===== src/rtl/serial_arith_pkg.sv =====
// Shared types and constants for the bit-serial arithmetic blocks.
package serial_arith_pkg;

    // Sequencer states for a bit-serial operation.
    typedef enum logic [1:0] {
        IDLE = 2'd0,
        RUN  = 2'd1,
        DONE = 2'd2
    } state_t;

    // Default operand/result width.
    localparam int DEFAULT_WIDTH = 8;

    // Bit-counter width: it must hold the value WIDTH itself, because the
    // counter steps once more on the final bit and does not wrap.
    function automatic int cnt_width(input int width);
        return $clog2(width) + 1;
    endfunction

endpackage


===== src/rtl/full_subtractor_cell.sv =====
// One-bit full subtractor: d = a - b - bin, with a borrow out.
// This is the mirror of the full-adder cell.
module full_subtractor_cell (
    input  logic a,
    input  logic b,
    input  logic bin,
    output logic d,
    output logic bout
);

    // Difference bit and borrow-out. A borrow is needed when a < b, or when
    // a == b and a borrow is already pending.
    assign d    = a ^ b ^ bin;
    assign bout = (~a & b) | (~(a ^ b) & bin);

endmodule


===== src/rtl/serial_subtractor.sv =====
// Bit-serial N-bit subtractor, D = A - B - bin, processed LSB first with
// one full-subtractor cell and a registered borrow. Operands arrive through
// a start handshake. The result leaves through a valid/ready handshake, and
// each difference bit is also streamed out while it is produced.
module serial_subtractor
    import serial_arith_pkg::*;
#(
    parameter int WIDTH = DEFAULT_WIDTH
) (
    input  logic             clk,
    input  logic             rst_n,
    input  logic             start_valid,
    output logic             start_ready,
    input  logic [WIDTH-1:0] a_in,
    input  logic [WIDTH-1:0] b_in,
    input  logic             bin,
    output logic [WIDTH-1:0] diff_out,
    output logic             bout,
    output logic             ovf,
    output logic             res_valid,
    input  logic             res_ready,
    output logic             busy,
    output logic             ser_d,
    output logic             ser_valid
);

    localparam int             CW       = cnt_width(WIDTH);
    localparam logic [CW-1:0]  LAST_BIT = CW'(WIDTH - 1);

    state_t           state;
    logic [WIDTH-1:0] a_sh;
    logic [WIDTH-1:0] b_sh;
    // The register holds WIDTH-1 bits. The newest bit comes straight from the
    // cell, so the full result is {cell_d, res_sh} on the last bit.
    logic [WIDTH-2:0] res_sh;
    logic             borrow;
    logic [CW-1:0]    cnt;
    logic             a_msb;
    logic             b_msb;

    logic             cell_d;
    logic             cell_bout;
    logic [WIDTH-1:0] res_next;

    full_subtractor_cell u_cell (
        .a    (a_sh[0]),
        .b    (b_sh[0]),
        .bin  (borrow),
        .d    (cell_d),
        .bout (cell_bout)
    );

    // Result register contents after the current bit is shifted in.
    assign res_next = {cell_d, res_sh};

    // Serial tap: the difference bit is presented only while bits are being
    // produced, and is forced to 0 otherwise.
    assign ser_valid = (state == RUN);
    assign ser_d     = ser_valid & cell_d;

    // Sequencer, datapath shift registers and registered handshake/result outputs.
    // NOTE: every assignment in this clocked block is non-blocking, so each
    // register reads values from before the edge, whatever the statement order.
    always_ff @(posedge clk or negedge rst_n) begin
        if (!rst_n) begin
            state       <= IDLE;
            start_ready <= 1'b1;
            busy        <= 1'b0;
            res_valid   <= 1'b0;
            diff_out    <= '0;
            bout        <= 1'b0;
            ovf         <= 1'b0;
            a_sh        <= '0;
            b_sh        <= '0;
            res_sh      <= '0;
            borrow      <= 1'b0;
            cnt         <= '0;
            a_msb       <= 1'b0;
            b_msb       <= 1'b0;
        end else begin
            case (state)
                IDLE: begin
                    if (start_valid && start_ready) begin
                        a_sh        <= a_in;
                        b_sh        <= b_in;
                        borrow      <= bin;
                        a_msb       <= a_in[WIDTH-1];
                        b_msb       <= b_in[WIDTH-1];
                        res_sh      <= '0;
                        cnt         <= '0;
                        start_ready <= 1'b0;
                        busy        <= 1'b1;
                        state       <= RUN;
                    end
                end

                RUN: begin
                    a_sh   <= a_sh >> 1;
                    b_sh   <= b_sh >> 1;
                    res_sh <= res_next[WIDTH-1:1];
                    borrow <= cell_bout;
                    cnt    <= cnt + 1'b1;
                    if (cnt == LAST_BIT) begin
                        diff_out  <= res_next;
                        bout      <= cell_bout;
                        // Signed overflow is only possible when the operand
                        // signs differ, and is flagged when the result sign
                        // does not match the minuend.
                        ovf       <= (a_msb != b_msb) && (cell_d != a_msb);
                        res_valid <= 1'b1;
                        state     <= DONE;
                    end
                end

                DONE: begin
                    if (res_ready) begin
                        res_valid   <= 1'b0;
                        busy        <= 1'b0;
                        start_ready <= 1'b1;
                        state       <= IDLE;
                    end
                end

                default: begin
                    res_valid   <= 1'b0;
                    busy        <= 1'b0;
                    start_ready <= 1'b1;
                    state       <= IDLE;
                end
            endcase
        end
    end

endmodule


===== config.mk =====
export PLATFORM = sky130hd
export DESIGN_NAME = serial_subtractor
export DESIGN_NICKNAME = d
export VERILOG_FILES = /design/src/rtl/serial_arith_pkg.sv /design/src/rtl/full_subtractor_cell.sv /design/src/rtl/serial_subtractor.sv
export SDC_FILE = /design/constraint.sdc
export NUM_CORES = 1
export LEC_CHECK = 0
export ABC_CLOCK_PERIOD_IN_PS = 1700
export BUFFER_PORTS_ARGS = -buffer_cell sky130_fd_sc_hd__buf_2
export CAP_MARGIN = 10
export CORE_MARGIN = 2
export CORE_UTILIZATION = 40
export DETAILED_ROUTE_END_ITERATION = 8
export PLACE_DENSITY = 0.65
export SYNTH_ARGS = -nofsm -noshare
export SYNTH_HDL_FRONTEND = slang
export SYNTH_HIERARCHICAL = 1
export SYNTH_SLANG_ARGS = --single-unit

===== constraint.sdc =====
create_clock -name clk -period 1.7 [get_ports clk]
set_input_delay 0.17 -clock clk [delete_from_list [all_inputs] [get_ports clk]]
set_output_delay 0.17 -clock clk [all_outputs]
set_load 0.01 [all_outputs]

# Word-level counts from Yosys, hierarchy flattened
# Cells that the tools add are included.
# op_classes
add_sub_neg	1
eq_ne	8
mux	22
n_bitwise	10
reduce_logical	10
# op_table
cell	n
case mux 8 bit (2 select lines)	2
two-way mux 8 bit	2
case mux 7 bit (2 select lines)	1
case mux 1 bit (3 select lines)	3
AND reduction 3 bit	3
case mux 4 bit (2 select lines)	1
two-way mux 7 bit	1
two-way mux 1 bit	6
two-way mux 2 bit	3
case mux 2 bit (3 select lines)	1
AND reduction 2 bit	3
adder 4 x 1 -> 4 bit (second input constant)	1
== test 4 x 3 -> 1 bit (second input constant)	1
two-way mux 4 bit	1
inequality test 2 bit (second input constant)	2
inverter 1 bit	4
bitwise AND 1 bit	3
== test 2 x 1 -> 1 bit (second input constant)	1
== test 2 bit (second input constant)	1
logical AND 1 bit	2
zero test 2 bit	1
inequality test 1 bit	2
inequality test 2 x 1 -> 1 bit (second input constant)	1
case mux 1 bit (2 select lines)	1
other kinds (3)	4
# totals
register_bits	45
inputBits	21
out_inout_bits	15
word_cells	65

# Longest topological paths before layout
# Gate-level depths: netlist of the first run.
# depth
depth_word	5
depth_mapped	6
depth_no_buf	5

# Hierarchy
# The synthesis of the first run kept the hierarchy.
# modules_own_cells
mod	instances	cells_each	area_per_inst_um2	seq_area_each_um2
serial_subtractor	1	174	1915.6	1127.3
full_subtractor_cell	1	4	31.3	0.0

# Worst setup path after synthesis of the first run
# Ideal clock, no wire load.
# synth_path
path_kind	reg2reg
startpoint	register state[1]
endpoint	register bout
setup_time_ns	0.125
arrival_ns	1.468
t_required_ns	1.575
slack_ns	0.107
path_stages_with_launch	7
path_buffers	2
period_less_slack_ns	1.593
cell_sequence	dfrtp_1 > nand2b_1 > buf_6 > inv_4 > and4b_4 > buf_6 > mux2_4
# synth_via
elab_chain_len	2
# synth_rtl
item	line_no	source
from (decl)	serial_subtractor.sv:30	state_t state;
from (signal assigned)	serial_subtractor.sv:66	state <= IDLE;
from (signal assigned)	serial_subtractor.sv:93	state <= RUN;
from (signal assigned)	serial_subtractor.sv:111	state <= DONE;
== test 2 x 1 -> 1 bit	serial_subtractor.sv:81	case (state)
AND reduction 2 bit (no source line)	n/a	
to (signal assigned)	serial_subtractor.sv:105	bout <= cell_bout;
to (decl)	serial_subtractor.sv:18	output logic bout,
# Every way passes these cells.
# A chain may end at the register's enable or synchronous reset.

# Worst setup path after layout of the first run
# layout_path
startpoint	register b_sh[0]
endpoint	output ser_d
# layout_via
elab_chain_len	3
# layout_rtl
item	line_no	source
from (decl)	serial_subtractor.sv:32	logic [WIDTH-1:0] b_sh;
from (signal assigned)	serial_subtractor.sv:85	b_sh <= b_in;
from (signal assigned)	serial_subtractor.sv:99	b_sh <= b_sh >> 1;
bitwise XOR 1 bit (2 in a row)	full_subtractor_cell.sv:13	assign d = a ^ b ^ bin;
via cell_d	serial_subtractor.sv:41	logic cell_d;
bitwise AND 1 bit	serial_subtractor.sv:59	assign ser_d = ser_valid & cell_d;
to (decl)	serial_subtractor.sv:23	output logic ser_d,
# The timed path passes the listed nets, and every way through them passes these cells.

==> results of run 1 <==
[critical path, stage by stage, from the launching register on]
cell,delay [ns]
dfrtp_1,0.37
inv_2,0.05
fa_2,0.58
and2_4,0.15
buf_6,0.09
[cells in the final DEF, fill, tap and decap left out, drive strengths merged, types with 2 or more instances in the layout]
cell type  instances
clkbuf             7
inv                5
o22ai             16
nand2             24
dfrtp             44
nand3             10
a22o               2
nor3              14
o21ai              3
mux2              10
nor2              18
buf               44
nand2b             2
a21o               2
nor3b              2
[registers in the layout, indices dropped and copies added (netlist names)]
name,count
start_ready,1
state,2
cnt,4
b_sh,8
busy,1
res_sh,7
a_msb,1
diff_out,8
res_valid,1
a_sh,8
b_msb,1
ovf,1
bout,1
borrow,1
[through the flow]
stage | hold slack [ns] | cell area, sq um | worst slack, ns | std cells | TNS (ns)
final | 0.08998 | 2338 | -0.01012 | 287 | -0.01012
after global routing | 0.1049 | 2338 | -0.06126 | 287 | -0.06126
after CTS | 0.08975 | 2335 | -0.01219 | 287 | -0.01219
after detailed placement | 0.2898 | 2197 | 0.1535 | 276 | 0
after global placement | 0.2920 | 2197 | 0.1403 | 276 | 0
after floorplan | -0.1256 | 1947 | 0.1065 | 178 | 0
[routing by layer]
layer  vias to the layer above  routed length, um
li1                        704                  -
met1                       689               1958
met5                         -                  0
met3                         7                114
met2                        26               1834
met4                         0                 69
[worst max path at each step]
stage / from / to / slack [ns] / cells after the start
3_5_place_dp: a_sh[0]$_DFFE_PN0P_ / ser_d / 0.15 / 3
2_1_floorplan: state[1]$_DFFE_PN0P_ / bout$_DFFE_PN0P_ / 0.11 / 6
6_report: b_sh[0]$_DFFE_PN0P_ / ser_d / -0.01 / 4
3_3_place_gp: a_sh[0]$_DFFE_PN0P_ / ser_d / 0.14 / 3
4_1_cts: borrow$_DFFE_PN0P_ / ser_d / -0.01 / 4
5_1_grt: b_sh[0]$_DFFE_PN0P_ / ser_d / -0.06 / 4
[what timing repair did]
| item | 4_1_cts | 5_1_grt |
|---|---|---|
| hold endpoints to repair | 44 | 0 |
| buffers inserted | 2 | 0 |
| setup endpoints to repair | 1 | 1 |
| pin swaps | 1 | 1 |
| gates resized for setup | 4 | 2 |
| hold buffers | 1 | 0 |
[cell usage after synthesis, drive strengths merged, types with 2 or more instances]
cell type  count  area share [%]
dfrtp         44              57
nand2         24             4.6
nor2          18             3.5
o22ai         16             5.1
nor3          14             3.6
mux2          10             7.3
nand3         10             2.6
buf            7             2.4
inv            5             1.1
clkbuf         4            0.77
o21ai          3            0.77
a21o           2            0.77
a22o           2            0.90
nand2b         2            0.64
nor3b          2            0.77
[final cells by class]
type                       instances  share of cell area [%]
clock buffer                       7                   4.120
clock inverter                     1                  0.2140
inverter                           5                  0.9096
multi-input combinational        117                   31.73
sequential                        45                   48.21
tap                               67                   3.585
timing repair buffer              45                   11.24
[kinds of logic after synthesis]
logic type | synth area share, %
adder cells (fa/ha/maj) | 1.671
AND/OR/NAND/NOR | 19.02
multiplexers | 7.841
flip-flops | 57.91
buffers and inverters | 4.241
AO/OA/AOI/OAI | 9.319
[power by group]
part           internal [mW]  switching, mW  total [mW]  leakage [nW]
registers               1.44          0.234        1.67         0.512
clock network          0.367          0.349       0.716        0.0542
logic                  0.597          0.658        1.25         0.545
==> run_results.csv, run 1 <==
group,metric,value,unit
synth,syn_area_per_cell,10.94,sq um
run,maxCapViolations,0,
synth,async_flop_share,100.0,%
die,start_util,41.22,%
timing,fin_crit_sh,100.6,%
die,num_rows,25,
detailed_routing,drt-initial-drc-count,108,
global_routing,gr-usage-met2,24.90,%
run_status,status,"finished with violations",
synth,yosysSeqAreaShare,57.90,%
clock_tree,clk_pin_slew_worst_paths,0.08,ns
hold_path,min_to,"borrow$_DFFE_PN0P_",
power,power_density,1557,nW/um^2
detailed_routing,drt-total-wl,3976,um
synth,yosysWarnings,6,
finish,multi_input_area,742.0,sq um
placed_design,hpwl,2535,um
power,ir_worst_vdd,0.5258,mV
detailed_routing,post-route-drc-count,0,
global_routing,grt_pass1_wl,6858,um
clock_tree,ctsHtreeMaxLevel,2,
critical_path,rr_worst_depth,6,
clock_tree,clk_path_buf_depth,2,
finish,antenna_cells_inserted,0,
die,fp.dieW,73.77,um
global_routing,grt_max_degree,46,
global_routing,grtUsageMet1,23.35,%
global_routing,antenna_found_initial,0,
timing,fmax,0.5848,GHz
synth,synth-main-ff-cell,"dfrtp_1",
clock_tree,cts_num_sinks,45,
timing,worst_slew_pin_slew,0.5773,ns
critical_path,rrSetupSlack,0.11,ns
critical_path,reg2reg_to,"ovf$_DFFE_PN0P_",
timing,rsz0062_at_grt,"yes",
die,fp.dieH,73.77,um
finish,seq_area,1127,sq um
finish,fill_cells,445,
timing,maxSlewHeadroom,61.52,%
timing,setup_viol,1,
global_routing,top_usage_layer,"met2",
power,p_leak,1.110,nW
critical_path,crit_path_start_kind,"register",
critical_path,cp_data_arrival_time,1.54,ns
critical_path,critical_path_required,1.53,ns
timing,finalHoldViolCount,0,
finish,final_core_util,49.51,%
die,dieArea,5441,sq um
timing,layout_setup_ws,-0.01012,ns
clock_tree,cts_root_buffer,"clkbuf_8",
power,totalPowerFinal,3.642,mW
critical_path,critPathMaxFanout,2,
finish,final_nets,242,
detailed_routing,post_drt_wl_per_cell,13.85,um
synth,synth-seq-cells,45,
synth,netlist-cell-type-count,34,
run_status,violations,"negative setup slack",
synth,syn_nets,201,
timing,fin_skew,0.004193,ns
global_routing,grt_usage,16.50,%
detailed_routing,postRouteAntennaNets,0,
detailed_routing,firstDrtPassIters,4,
timing,finalMaxSlewViolations,0,
clock_tree,clock_latency,0.29,ns
critical_path,end_kind,"output port",
clock_tree,cts_tree,"yes",
clock_tree,cts_buffers,5,
placed_design,port_buffers,35,
synth,syn-cell-area,1947,sq um
detailed_routing,vias,1426,
die,io_pins,36,
hold_path,worstHoldStart,"bin",
hold_path,hold_depth,3,
placed_design,place_congestion,0.7020,
die,coreArea,4723,sq um
critical_path,path_class,"register to output port",
finish,layout-drive-gt1-share,31.82,%
timing,period_minus_slack,1.710,ns
hold_path,hold_class,"input port to register",
synth,syn-instance-count,178,
synth,synth-edff-count,0,
global_routing,globalRouteMet3Util,3.429,%
finish,area_growth,20.12,%
detailed_routing,viasPerCell,4.969,
global_routing,grt_pass1_vias,1396,
critical_path,r2r_start,"b_sh[0]$_DFFE_PN0P_",
global_routing,gr-total-overflow,0,
Note: power is estimated with default switching activity, not from simulation.
==> run 2: changes to the inputs <==
--- a/config.mk
+++ b/config.mk
@@ -5,13 +5,14 @@
 export SDC_FILE = /design/constraint.sdc
 export NUM_CORES = 1
 export LEC_CHECK = 0
+export ABC_AREA = 1
 export ABC_CLOCK_PERIOD_IN_PS = 1700
 export BUFFER_PORTS_ARGS = -buffer_cell sky130_fd_sc_hd__buf_2
 export CAP_MARGIN = 10
 export CORE_MARGIN = 2
 export CORE_UTILIZATION = 40
 export DETAILED_ROUTE_END_ITERATION = 8
-export PLACE_DENSITY = 0.65
+export PLACE_DENSITY = 0.64
 export SYNTH_ARGS = -nofsm -noshare
 export SYNTH_HDL_FRONTEND = slang
 export SYNTH_HIERARCHICAL = 1
==> run_results.csv, run 2 <==
group,metric,value,unit
run_status,status,"finished clean",
die,io_pins,36,
critical_path,critical_path_required,1.53,ns
synth,syn_area_per_cell,8.012,sq um
synth,synth_top_family_by_area,"simple AND/OR/NAND/NOR gates",
synth,synth-simple-area-share,35.38,%
finish,final_core_util,48.87,%
finish,reg_top3,"a_sh: 8 flops, b_sh: 8 flops, diff_out: 8 flops",
power,p_leak,1.450,nW
global_routing,grt_max_degree,26,
global_routing,grt_pass1_wl,7327,um
timing,setup_viol,0,
timing,maxSlewHeadroom,65.83,%
detailed_routing,vias,1738,
detailed_routing,firstDrtPassIters,4,
timing,worst_slew_pin_slew,0.5126,ns
synth,yosysSeqAreaShare,54.11,%
critical_path,r2r_start,"b_sh[0]$_DFFE_PN0P_",
detailed_routing,post_drt_wl_per_cell,11.48,um
timing,finalHoldViolCount,0,
finish,area_growth,19.04,%
die,fp.dieH,76.17,um
synth,async_flop_share,100.0,%
critical_path,end_kind,"output port",
clock_tree,cts_num_sinks,45,
power,power_density,1771,nW/um^2
synth,yosys.area.top_type,"dfrtp_1",
synth,syn-cell-area,2083,sq um
timing,rsz0062_at_grt,"yes",
clock_tree,cts_tree,"yes",
synth,netlist-cell-type-count,21,
clock_tree,cts_buffers,5,
synth,yosysMostFrequentCell,"nand2_1",
detailed_routing,drt-total-wl,4292,um
timing,fin_skew,0.002795,ns
critical_path,critPathMaxStageDelay,0.56,ns
global_routing,grt_pass1_vias,1639,
placed_design,place_congestion,0.7536,
power,totalPowerFinal,4.392,mW
synth,synth-main-ff-cell,"dfrtp_1",
detailed_routing,post-route-drc-count,0,
synth,yosysWarnings,6,
finish,final_nets,326,
hold_path,min_to,"a_sh[7]$_DFFE_PN0P_",
critical_path,rr_worst_depth,9,
clock_tree,clk_path_buf_depth,2,
timing,finalMaxSlewViolations,0,
synth,syn-instance-count,260,
global_routing,grt_usage,15.70,%
clock_tree,clock_latency,0.30,ns
critical_path,critPathMaxFanout,2,
finish,final_cell_mix,"nand2_1 (131), dfrtp_1 (44), nand3_1 (35), buf_2 (35)",
critical_path,crit_chain,"inv_2, fa_1, nand2_1, inv_1, buf_2",
timing,period_minus_slack,1.688,ns
timing,fin_tns_setup,0,ns
synth,synthTopCellsByArea,"dfrtp_1 (53%), nand2_1 (24%), nand3_1 (8.4%)",
die,coreArea,5075,sq um
power,ir_worst_vdd,0.5957,mV
detailed_routing,drt-initial-drc-count,43,
hold_path,hold_depth,3,
placed_design,port_buffers,35,
critical_path,path_class,"register to output port",
hold_path,worstHoldStart,"a_in[7]",
synth,synth-seq-cells,45,
synth,yosys.area.top_type_share,52.85,%
synth,synth-edff-count,0,
critical_path,crit_path_start_kind,"register",
timing,fmax,0.5923,GHz
clock_tree,clk_pin_slew_worst_paths,0.08,ns
synth,synth-compound-area-share,2.162,%
run,maxCapViolations,0,
critical_path,critPathSlowestCell,"fa_1",
global_routing,gr-total-overflow,0,
critical_path,reg2reg_to,"ovf$_DFFE_PN0P_",
die,start_util,41.05,%
detailed_routing,viasPerCell,4.647,
detailed_routing,postRouteAntennaNets,0,
finish,mostFrequentLayoutCell,"nand2_1",
hold_path,hold_class,"input port to register",
synth,synthMuxAreaShare,0,%
clock_tree,cts_root_buffer,"clkbuf_8",
clock_tree,ctsHtreeMaxLevel,2,
synth,synth_xor_area_share,0,%
synth,synth_commonest_cells,"nand2_1 (131), dfrtp_1 (44), nand3_1 (35)",
synth,yosys.area_share.adder,1.562,%
synth,syn_nets,283,
finish,layout-drive-gt1-share,21.71,%
die,dieArea,5801,sq um
finish,antenna_cells_inserted,0,
global_routing,antenna_found_initial,0,
critical_path,cp_data_arrival_time,1.52,ns
die,num_rows,26,
timing,fin_crit_sh,99.32,%
placed_design,hpwl,2909,um
critical_path,rrSetupSlack,0.13,ns
die,fp.dieW,76.17,um
run 2: cell types whose count changed in the layout (fill, tap and decap cells not counted), sizes merged, moves of 13 or more:
cell | previous run | this run
o22ai | 16 | 0
nand2 | 24 | 134
nor3 | 14 | 0
nor2 | 18 | 5
nand3 | 10 | 36
run 2: area by class of cell:
cell class / instances / area, sq um
Clock buffer: 7 / 96.34
Clock inverter: 1 / 5.005
Fill cell: 510 / 2595
Inverter: 15 / 61.31
Multi-Input combinational cell: 188 / 814.5
Sequential cell: 45 / 1127
Tap cell: 70 / 87.58
Timing Repair Buffer: 48 / 287.8
run 2: timing repair:
item | in CTS | in global routing
pin swaps | 1 | 2
hold buffers | 1 | 0
endpoints found under the hold margin | 19 | 0
buffers inserted | 1 | 3
setup endpoints to repair | 1 | 2
gates resized for setup | 1 | 4
run 2: worst max path at each step:
stage,cells after the start,startpoint,slack (ns),endpoint
after detailed placement,4,a_sh[0]$_DFFE_PN0P_,0.29,ser_d
after floorplan,6,a_sh[0]$_DFFE_PN0P_,0.40,ovf$_DFFE_PN0P_
final,5,b_sh[0]$_DFFE_PN0P_,0.01,ser_d
after global routing,5,b_sh[0]$_DFFE_PN0P_,-0.06,ser_d
after global placement,4,a_sh[0]$_DFFE_PN0P_,0.30,ser_d
after CTS,5,borrow$_DFFE_PN0P_,-0.01,ser_d
run 2: critical path, delay by kind of cell, from the launching register on:
family	cells	cell delay (ns)
simple gates	1	0.07
fa+ha+maj	1	0.56
flops	1	0.36
buf+inv	3	0.23
run 2: stage by stage:
step	area (sq um)	hold slack, ns	instances	worst slack, ns
2_1_floorplan	2083	-0.1256	260	0.4001
3_3_place_gp	2333	0.1712	361	0.3022
3_5_place_dp	2333	0.1724	361	0.2863
4_1_cts	2452	0.09351	371	-0.01374
5_1_grt	2480	0.1223	374	-0.05732
6_report	2480	0.09543	374	0.01156
run 2: power by group:
part           internal [mW]  total, mW  switching [mW]
registers               1.52       1.81           0.291
clock network          0.368      0.723           0.355
logic                  0.767       1.86            1.09
total                   2.65       4.39            1.74
run 2: routing by layer:
layer | share of wire (%) | track usage, %
met1 | 49 | 20.12
met2 | 47 | 25.45
met3 | 4.1 | 4.384
met4 | 0.47 | 6.000
met5 | 0 | 0
run 2: logic make-up (layout without fill, tap and decap cells):
family,Yosys count,count (layout)
flops,45,45
buf+inv,27,71
fa+ha+maj,2,2
compound gates,9,9
simple gates,177,177
==> run 3: changes to the inputs <==
--- a/config.mk
+++ b/config.mk
@@ -8,12 +8,11 @@
 export ABC_AREA = 1
 export ABC_CLOCK_PERIOD_IN_PS = 1700
 export BUFFER_PORTS_ARGS = -buffer_cell sky130_fd_sc_hd__buf_2
-export CAP_MARGIN = 10
 export CORE_MARGIN = 2
 export CORE_UTILIZATION = 40
 export DETAILED_ROUTE_END_ITERATION = 8
 export PLACE_DENSITY = 0.64
+export SETUP_SLACK_MARGIN = 0.2
 export SYNTH_ARGS = -nofsm -noshare
 export SYNTH_HDL_FRONTEND = slang
-export SYNTH_HIERARCHICAL = 1
 export SYNTH_SLANG_ARGS = --single-unit
==> run_results.csv, run 3 <==
group,metric,value,unit
run_status,status,"finished clean",
timing,layout_setup_ws,0.01296,ns
timing,fin_tns_setup,0,ns
timing,period_minus_slack,1.687,ns
global_routing,gr-total-overflow,0,
detailed_routing,vias,1733,
clock_tree,cts_buffers,5,
timing,fmax,0.5928,GHz
hold_path,worstHoldStart,"b_in[7]",
synth,syn_nets,282,
finish,final_cell_mix,"nand2_1 (133), dfrtp_1 (44), nand3_1 (35), buf_2 (35), buf_4 (11)",
detailed_routing,firstDrtPassIters,4,
timing,rsz0062_at_grt,"yes",
power,p_leak,1.443,nW
synth,yosys.area.top_type,"dfrtp_1",
power,seqPwrFrac,41.9,%
power,intPower,2.585,mW
global_routing,grt_pass1_wl,7169,um
placed_design,place_congestion,0.7585,
synth,yosysWarnings,0,
detailed_routing,routed.top_layer,"met4",
clock_tree,clk_path_buf_depth,2,
die,io_pins,36,
timing,setup_viol,0,
hold_path,hold_depth,3,
die,fp.dieW,76.41,um
synth,netlist-cell-type-count,21,
synth,yosysSeqAreaShare,53.76,%
critical_path,critical_path_required,1.53,ns
critical_path,path_class,"register to output port",
synth,synth-seq-cells,45,
detailed_routing,drt-initial-drc-count,81,
timing,whs,0.1046,ns
run,maxCapViolations,0,
clock_tree,clk_pin_slew_worst_paths,0.07,ns
hold_path,hold_class,"input port to register",
finish,antenna_cells_inserted,0,
finish,final_area,2487,sq um
die,coreArea,5075,sq um
timing,fin_skew,0.006132,ns
detailed_routing,met2_length,1871,um
placed_design,port_buffers,35,
synth,synth_commonest_cells,"nand2_1 (133), dfrtp_1 (44), nand3_1 (35)",
critical_path,crit_start,"borrow$_DFFE_PN0P_",
power,clkPwrFrac,15.7,%
synth,syn-instance-count,259,
placed_design,dpl_cell_area,2325,sq um
clock_tree,cts_root_buffer,"clkbuf_8",
synth,synthTopCellsByArea,"dfrtp_1 (53%), nand2_1 (24%), nand3_1 (8.4%)",
critical_path,critPathMaxFanout,3,
power,power_density,1720,nW/um^2
synth,yosys.area.top_type_share,52.51,%
finish,layout-drive-gt1-share,21.12,%
die,dieArea,5838,sq um
critical_path,cp_data_arrival_time,1.52,ns
synth,synth-edff-count,0,
timing,finalMaxSlewViolations,0,
die,num_rows,26,
detailed_routing,post-route-drc-count,0,
clock_tree,cts_tree,"yes",
global_routing,grt_max_degree,29,
synth,synth-main-ff-cell,"dfrtp_1",
placed_design,hpwl,2765,um
synth,yosysMostFrequentCell,"nand2_1",
synth,syn-cell-area,2097,sq um
die,start_util,41.32,%
power,share_comb_of_total_power,42.4,%
detailed_routing,wl_met3,207,um
global_routing,grt_pass1_vias,1562,
synth,syn_area_per_cell,8.097,sq um
finish,mostFrequentLayoutCell,"nand2_1",
synth,async_flop_share,100.0,%
clock_tree,clock_latency,0.29,ns
global_routing,grt_usage,15.02,%
timing,finalHoldViolCount,0,
timing,fin_crit_sh,99.24,%
detailed_routing,drt-total-wl,4077,um
detailed_routing,wl_met1,1968,um
timing,maxSlewHeadroom,67.22,%
finish,reg_top3,"a_sh: 8 flops, b_sh: 8 flops, diff_out: 8 flops",
die,fp.dieH,76.41,um
critical_path,rr_worst_depth,7,
detailed_routing,viasPerCell,4.646,
critical_path,end_kind,"output port",
critical_path,crit_path_start_kind,"register",
finish,final_nets,325,
timing,worst_slew_pin_slew,0.4917,ns
power,power_switching,1.695,mW
critical_path,r2r_start,"borrow$_DFFE_PN0P_",
detailed_routing,postRouteAntennaNets,0,
power,totalPowerFinal,4.279,mW
power,ir_worst_vdd,0.6930,mV
global_routing,antenna_found_initial,0,
power,swShare,39.60,%
clock_tree,ctsHtreeMaxLevel,2,
clock_tree,cts_num_sinks,45,
placed_design,detailedPlace.worstSlack,0.2940,ns
detailed_routing,post_drt_wl_per_cell,10.93,um
finish,area_growth,18.62,%
==> run 3: layout make-up <==
class,instances,area [sq um]
timing repair buffer,48,287.8
sequential,45,1127
tap,70,87.58
multi-input combinational,189,833.3
inverter,13,61.31
fill,520,2587
clock buffer,8,90.09
==> run 3: final timing paths <==
check                                          endpoint  slack [ns]
worst max register to register          ovf$_DFFE_PN0P_        0.32
worst min-delay path                b_sh[7]$_DFFE_PN0P_        0.10
min in group asynchronous         res_valid$_DFFE_PN0P_        0.36
max in group asynchronous           a_sh[7]$_DFFE_PN0P_        0.83
worst max-delay path                              ser_d        0.01
worst min register to register  diff_out[2]$_DFFE_PN0P_        0.48
==> run 3: cell families (layout without fill, tap and decap cells) <==
logic type | Yosys count | after routing | synth area share (%)
simple gates | 179 | 179 | 35.50
flops | 45 | 45 | 53.76
buf+inv | 25 | 69 | 7.100
compound gates | 8 | 8 | 2.088
fa+ha+maj | 2 | 2 | 1.551
==> run 3: power groups by stage <==
stage / sequential (mW) / clock [mW] / combinational [mW]
floorplan: 1.82 / 0 / 1.31
global placement: 1.80 / 0 / 1.68
detailed placement: 1.82 / 0 / 1.71
CTS: 1.80 / 0.705 / 1.73
global route: 1.85 / 0.744 / 2.10
finish: 1.79 / 0.670 / 1.82
==> run 3: per-stage QoR <==
stage	cells	util, %
final	373	49.01
after global routing	373	49.01
after CTS	368	47.83
after detailed placement	359	45.81
after global placement	359	45.81
after floorplan	259	-
==> run 3: layer usage <==
metal | global-route usage, % | vias to the layer above
li1 | - | 896
met1 | 19.38 | 790
met2 | 24.34 | 43
met3 | 4.739 | 4
met4 | 4.364 | 0
met5 | 0 | -
==> run 3: worst max-delay path, stage by stage (launching register included) <==
cell	delay, ns
dfrtp_1	0.36
inv_2	0.04
fa_1	0.58
nand2_1	0.08
inv_1	0.05
buf_2	0.12
==> run 3: repair_timing <==
item / in CTS / in global routing
setup buffers: 0 / 5
cloned: 0 / 0
setup endpoints to repair: 2 / 19
endpoints found under the hold margin: 19 / 0
pin swaps: 1 / 0
gates resized for setup: 2 / 5
hold buffers: 1 / 0
